$ cat src/rtl/fp_mult_pipe.sv
// Pipelined floating-point multiplier: unpack/multiply, normalise/round, classify/pack.
// Valid/ready handshake with whole-pipe stall and sticky exception/overflow/underflow flags.
module fp_mult_pipe #(
  parameter int EXP_W = 8,
  parameter int MAN_W = 23,
  localparam int W = 1 + EXP_W + MAN_W
) (
  input  logic         clk,
  input  logic         reset,
  input  logic         in_valid,
  output logic         in_ready,
  input  logic [W-1:0] a,
  input  logic [W-1:0] b,
  output logic         out_valid,
  input  logic         out_ready,
  output logic [W-1:0] res,
  output logic         exception,
  output logic         overflow,
  output logic         underflow,
  input  logic         flag_clr,
  output logic [2:0]   sticky_flags
);

  localparam int SW   = MAN_W + 1;
  localparam int PW   = 2 * SW;
  localparam int EW   = EXP_W + 2;
  localparam int BIAS = 2 ** (EXP_W - 1) - 1;
  localparam logic signed [EW-1:0] BIAS_E = EW'(BIAS);
  localparam logic signed [EW-1:0] EMAX   = EW'(2 ** EXP_W - 1);
  localparam logic signed [EW-1:0] EZERO  = '0;

  // Returns {carry, mantissa}; round to nearest, ties to even.
  function automatic logic [MAN_W:0] round_rne(input logic [MAN_W-1:0] man,
                                               input logic guard, input logic sticky);
    logic rnd;
    rnd = guard & (sticky | man[0]);
    return {1'b0, man} + (MAN_W + 1)'(rnd);
  endfunction

  // Returns {exception, overflow, underflow, res} in priority order.
  function automatic logic [W+2:0] pack_result(input logic sign, input logic exc,
                                               input logic zero,
                                               input logic signed [EW-1:0] e,
                                               input logic [MAN_W-1:0] man);
    logic [W+2:0] r;
    r = '0;
    if (exc) begin
      r[W+2] = 1'b1;
    end else if (zero) begin
      r[W-1] = sign;
    end else if (e >= EMAX) begin
      r[W+1]   = 1'b1;
      r[W-1:0] = {sign, {EXP_W{1'b1}}, {MAN_W{1'b0}}};
    end else if (e <= EZERO) begin
      r[W]   = 1'b1;
      r[W-1] = sign;
    end else begin
      r[W-1:0] = {sign, e[EXP_W-1:0], man};
    end
    return r;
  endfunction

  logic                 adv;
  logic [SW-1:0]        sig_a, sig_b;
  logic                 nrm;
  logic [PW-1:0]        prod_n;
  logic [MAN_W:0]       rnd_res;
  logic [W+2:0]         pk;

  logic                 vld_p1_d, vld_p1_q, sign_p1_d, sign_p1_q, exc_p1_d, exc_p1_q;
  logic signed [EW-1:0] e_p1_d, e_p1_q;
  logic [PW-1:0]        prod_p1_d, prod_p1_q;

  logic                 vld_p2_d, vld_p2_q, sign_p2_d, sign_p2_q, exc_p2_d, exc_p2_q;
  logic                 zero_p2_d, zero_p2_q;
  logic signed [EW-1:0] e_p2_d, e_p2_q;
  logic [MAN_W-1:0]     man_p2_d, man_p2_q;

  logic                 out_valid_d, out_valid_q;
  logic [W-1:0]         res_d, res_q;
  logic                 exc_d, exc_q, ovf_d, ovf_q, unf_d, unf_q;
  logic [2:0]           sticky_d, sticky_q;

  assign sig_a = {|a[W-2:MAN_W], a[MAN_W-1:0]};
  assign sig_b = {|b[W-2:MAN_W], b[MAN_W-1:0]};

  always_comb begin
    adv = !out_valid_q || out_ready;

    // S1: unpack + mantissa multiply
    vld_p1_d  = vld_p1_q;
    sign_p1_d = sign_p1_q;
    exc_p1_d  = exc_p1_q;
    e_p1_d    = e_p1_q;
    prod_p1_d = prod_p1_q;
    if (adv) begin
      vld_p1_d  = in_valid;
      sign_p1_d = a[W-1] ^ b[W-1];
      exc_p1_d  = (&a[W-2:MAN_W]) | (&b[W-2:MAN_W]);
      e_p1_d    = $signed({2'b00, a[W-2:MAN_W]}) + $signed({2'b00, b[W-2:MAN_W]}) - BIAS_E;
      prod_p1_d = PW'(sig_a) * PW'(sig_b);
    end

    // S2: normalise + round
    nrm     = prod_p1_q[PW-1];
    prod_n  = nrm ? prod_p1_q : {prod_p1_q[PW-2:0], 1'b0};
    rnd_res = round_rne(prod_n[PW-2 -: MAN_W], prod_n[PW-2-MAN_W], |prod_n[PW-3-MAN_W:0]);
    vld_p2_d  = vld_p2_q;
    sign_p2_d = sign_p2_q;
    exc_p2_d  = exc_p2_q;
    zero_p2_d = zero_p2_q;
    e_p2_d    = e_p2_q;
    man_p2_d  = man_p2_q;
    if (adv) begin
      vld_p2_d  = vld_p1_q;
      sign_p2_d = sign_p1_q;
      exc_p2_d  = exc_p1_q;
      zero_p2_d = (prod_p1_q == '0);
      e_p2_d    = e_p1_q + $signed(EW'(nrm)) + $signed(EW'(rnd_res[MAN_W]));
      man_p2_d  = rnd_res[MAN_W-1:0];
    end

    // S3: classify + pack into the output registers
    pk          = pack_result(sign_p2_q, exc_p2_q, zero_p2_q, e_p2_q, man_p2_q);
    out_valid_d = out_valid_q;
    res_d       = res_q;
    exc_d       = exc_q;
    ovf_d       = ovf_q;
    unf_d       = unf_q;
    if (adv) begin
      out_valid_d = vld_p2_q;
      {exc_d, ovf_d, unf_d, res_d} = pk;
    end

    sticky_d = sticky_q;
    if (flag_clr) begin
      sticky_d = '0;
    end else if (out_valid_q && out_ready) begin
      sticky_d = sticky_q | {exc_q, ovf_q, unf_q};
    end
  end

  always_ff @(posedge clk) begin
    if (reset) begin
      vld_p1_q    <= 1'b0;
      vld_p2_q    <= 1'b0;
      out_valid_q <= 1'b0;
      res_q       <= '0;
      exc_q       <= 1'b0;
      ovf_q       <= 1'b0;
      unf_q       <= 1'b0;
      sticky_q    <= '0;
    end else begin
      vld_p1_q    <= vld_p1_d;
      vld_p2_q    <= vld_p2_d;
      out_valid_q <= out_valid_d;
      res_q       <= res_d;
      exc_q       <= exc_d;
      ovf_q       <= ovf_d;
      unf_q       <= unf_d;
      sticky_q    <= sticky_d;
    end
  end

  // Datapath payload is only meaningful under its stage valid, so it is not reset.
  always_ff @(posedge clk) begin
    sign_p1_q <= sign_p1_d;
    exc_p1_q  <= exc_p1_d;
    e_p1_q    <= e_p1_d;
    prod_p1_q <= prod_p1_d;
    sign_p2_q <= sign_p2_d;
    exc_p2_q  <= exc_p2_d;
    zero_p2_q <= zero_p2_d;
    e_p2_q    <= e_p2_d;
    man_p2_q  <= man_p2_d;
  end

  assign in_ready     = adv;
  assign out_valid    = out_valid_q;
  assign res          = res_q;
  assign exception    = exc_q;
  assign overflow     = ovf_q;
  assign underflow    = unf_q;
  assign sticky_flags = sticky_q;

endmodule

$ cat config.mk
export PLATFORM = sky130hd
export DESIGN_NAME = fp_mult_pipe
export DESIGN_NICKNAME = d
export VERILOG_FILES = /design/src/rtl/fp_mult_pipe.sv
export SDC_FILE = /design/constraint.sdc
export NUM_CORES = 2
export LEC_CHECK = 0
export CAP_MARGIN = 20
export CORE_MARGIN = 2
export CORE_UTILIZATION = 64
export CTS_CLUSTER_SIZE = 12
export DETAILED_ROUTE_END_ITERATION = 8
export GPL_ROUTABILITY_DRIVEN = 0
export PLACE_DENSITY = 0.84
export REMOVE_ABC_BUFFERS = 1
export SLEW_MARGIN = 20
export SYNTH_ARGS = -nofsm -noshare
export SYNTH_HDL_FRONTEND = slang
export SYNTH_SLANG_ARGS = --single-unit
export TNS_END_PERCENT = 1
$ cat constraint.sdc
create_clock -name clk -period 10.5 [get_ports clk]
set_input_delay 2.625 -clock clk [delete_from_list [all_inputs] [get_ports clk]]
set_output_delay 2.625 -clock clk [all_outputs]
set_load 0.01 [all_outputs]
==> impl_metrics.yaml <==
status:
  outcome: "completed"
synthesis:
  async_flop_share_pct: 0
  synth_area_mm2: 0.0247
  synthDistinctLibCells: 66
  syn_inst: 2660
  syn_area_per_cell_um2: 9.30
  yosys.area.top_type: "fa_1"
  synth_edf_count: 96
  synth-seq-cells: 137
  yosys-top-cells-area: "fa_1, edfxtp_1, ha_1, inv_1, nand2_1"
  seq_area_frac_synth_pct: 15.0
  synth_top_area_share_pct: 39.2
  synth_top_cells_by_count: "inv_1, fa_1, nand2_1"
  yosysWarnings: 0
  synth_ff_type: "edfxtp_1"
  synth_most_common_cell: "inv_1"
timing:
  fin_crit_ns: 9.68
  drv_slew: 0
  worstMarginPinSlew_ns: 1.03
  slew_headroom_pct: 30.9
  finalCritPeriodShare_pct: 92.1
  max_freq_mhz: 103
  final_hold_viol_count: 0
  grt_setup_unrepaired: "false"
  tns_ns: 0
  fin_worst_skew_ns: 0.00937
  setup_viol: 0
finish:
  antenna_cells: 0
  multi_input_area_mm2: 0.0185
  drive_gt1_share_pct: 4.42
  fin_nets: 3467
  fill_cells: 2782
  layout-area-overhead-vs-synth_pct: 9.35
  register_area_mm2: 0.00370
floorplanning:
  dieHeight_um: 201
  core_mm2: 0.0384
  fp.dieArea_mm2: 0.0403
  start_util_pct: 64.5
  fp.dieW_um: 201
  io-pin-count: 109
  rows: 72
grt:
  grt_pass1_vias: 20700
  overflow: 0
  met1_usage_pct: 39.6
  met2_usage_pct: 55.0
  track_usage_pct: 31.9
  grt.met3_usage_pct: 5.60
  grt_antenna_before_repair: 0
  grt_pass1_wl_mm: 102
  grt_max_degree: 95
  busiest_layer: "met2"
detailed_routing:
  vias: 18900
  detailedRoute.firstPassIterationCount: 8
  post_drt_wl_per_cell_um: 19.0
  drc: 0
  drt_iter0_drc: 1435
  via_per_inst: 5.81
  ant_nets: 0
  routed_wl_mm: 61.7
clock_tree:
  worstSkewPairLatency_ns: 0.41
  cts_tree: "done"
  cts_root_buffer: "clkbuf_16"
  cts_setup_buffers: 0
  cts_hold_buf: 0
  cts.repair.resized: 0
  clk_pin_slew_ns: 0.06
  clockBufferDepth: 2
  cts_buffers: 17
  cts_htree_levels: 4
  cts_sinks: 137
setup_path:
  reg2reg_slack_ns: 6.54
  end_kind: "flop"
  max_stage_delay_ns: 1.10
  setup.worst_path.end: "prod_p1_q[44]"
  cp-start-kind: "input pin"
  cpMaxStageDelayCell: "clkdlybuf4s50_1"
  regToRegStartpoint: "prod_p1_q[47]"
  critPathLaunch: "a[12]"
  worstPathCellList: "clkdlybuf4s50_1, buf_4, nand2_1, fa_1, fa_1, fa_1, inv_1, fa_1, inv_1, fa_1, inv_1, fa_1, ha_1, ha_1, a21o_1, a21o_1, a21o_1, a2111oi_0, o21ai_0, a21oi_1, nor2_1, xor2_1"
  r2r_end: "e_p2_q[9]"
  path_common_cell: "fa_1"
  crit_path_max_fanout: 17
  r2r_cells: 13
  cp.required_ns: 10.66
  arrival_ns: 9.83
  critical_path_class: "in -> reg"
placement:
  io_buffers: 108
  dp_hpwl_mm: 49.1
min_path:
  min_path_type: "reg -> reg"
flow_run:
  maxCapViolCount: 0
-- final cells by class --
type	instances	share of cell area (%)
well taps	518	2.39
inverters	534	7.42
clock buffers	18	1.66
clock inverters	14	0.453
multi-input cells	1857	68.5
repair buffers	176	5.89
flip-flops and latches	137	13.7
-- sequential cells by signal, summed over array words and instances (netlist names) --
signal        cells
sign_p2_q         1
man_p2_q         23
out_valid         1
e_p2_q           10
exc_p2_q          1
sign_p1_q         1
exception         1
prod_p1_q        48
underflow         1
zero_p2_q         1
exc_p1_q          1
vld_p2_q          1
e_p1_q           10
sticky_flags      3
overflow          1
vld_p1_q          1
res              32
-- cells in the final DEF (no fill, tap or decap), types with 18 or more instances in the layout --
master and instances:
fa_1 484, nand4_1 18, a31oi_1 20, edfxtp_1 96, clkdlybuf4s50_1 108, nor2_1 74
a21o_1 24, nand3_1 19, nand2_1 443, ha_1 191, xnor2_1 48, xor2_1 41
o21ai_0 24, inv_1 532, a21oi_1 69, dfxtp_1 41, and2_1 226, clkbuf_16 18
buf_4 67, a22oi_1 23, nor4_1 20
-- critical path, delay by kind of cell --
family	cells	cell delay, ns
adders and majority gates	8	3.71
xor gates and xnor gates	1	0.15
AOI/OAI and AO/OA	6	1.55
buffers and inverters	5	1.57
and+or+nand+nor	2	0.20
-- kinds of logic after synthesis --
group           count (synthesis)  share of synthesized area, %
fa+ha+maj                     675                          48.8
flops                         137                          15.0
buf+inv                       666                          10.1
xor+xnor                       89                          3.15
compound gates                216                          5.63
simple gates                  857                          16.5
mux                            20                         0.834
-- metrics by stage --
step                instances  utilization (%)  setup WS, ns  hold WS (ns)  instance area [um2]
finish                   3254             70.5         0.824         0.419                27100
global placement         3222             69.0         0.635         0.404                26500
global route             3254             70.5         0.478         0.438                27100
floorplan                2528                -          1.39         0.400                24200
CTS                      3254             70.5         0.933         0.417                27100
detailed placement       3222             69.0         0.504         0.405                26500
-- layer usage --
layer	share of wire, %	wire length (um)
met5	0	0
met4	4.8	2990
met3	8.8	5450
met2	50	30900
met1	36	22400
-- worst min-delay path by stage --
stage	start	endpoint	slack, ns	cells after the start
after CTS	exc_p1_q	exc_p2_q	0.42	0
after global routing	exc_p1_q	exc_p2_q	0.44	0
after global placement	exc_p1_q	exc_p2_q	0.40	0
final	exc_p1_q	exc_p2_q	0.42	0
after detailed placement	exc_p1_q	exc_p2_q	0.40	0
after floorplan	exc_p1_q	exc_p2_q	0.40	0
Power is not shown: default switching activity piles up to over one toggle a cycle in this logic, so the estimate is an artifact.
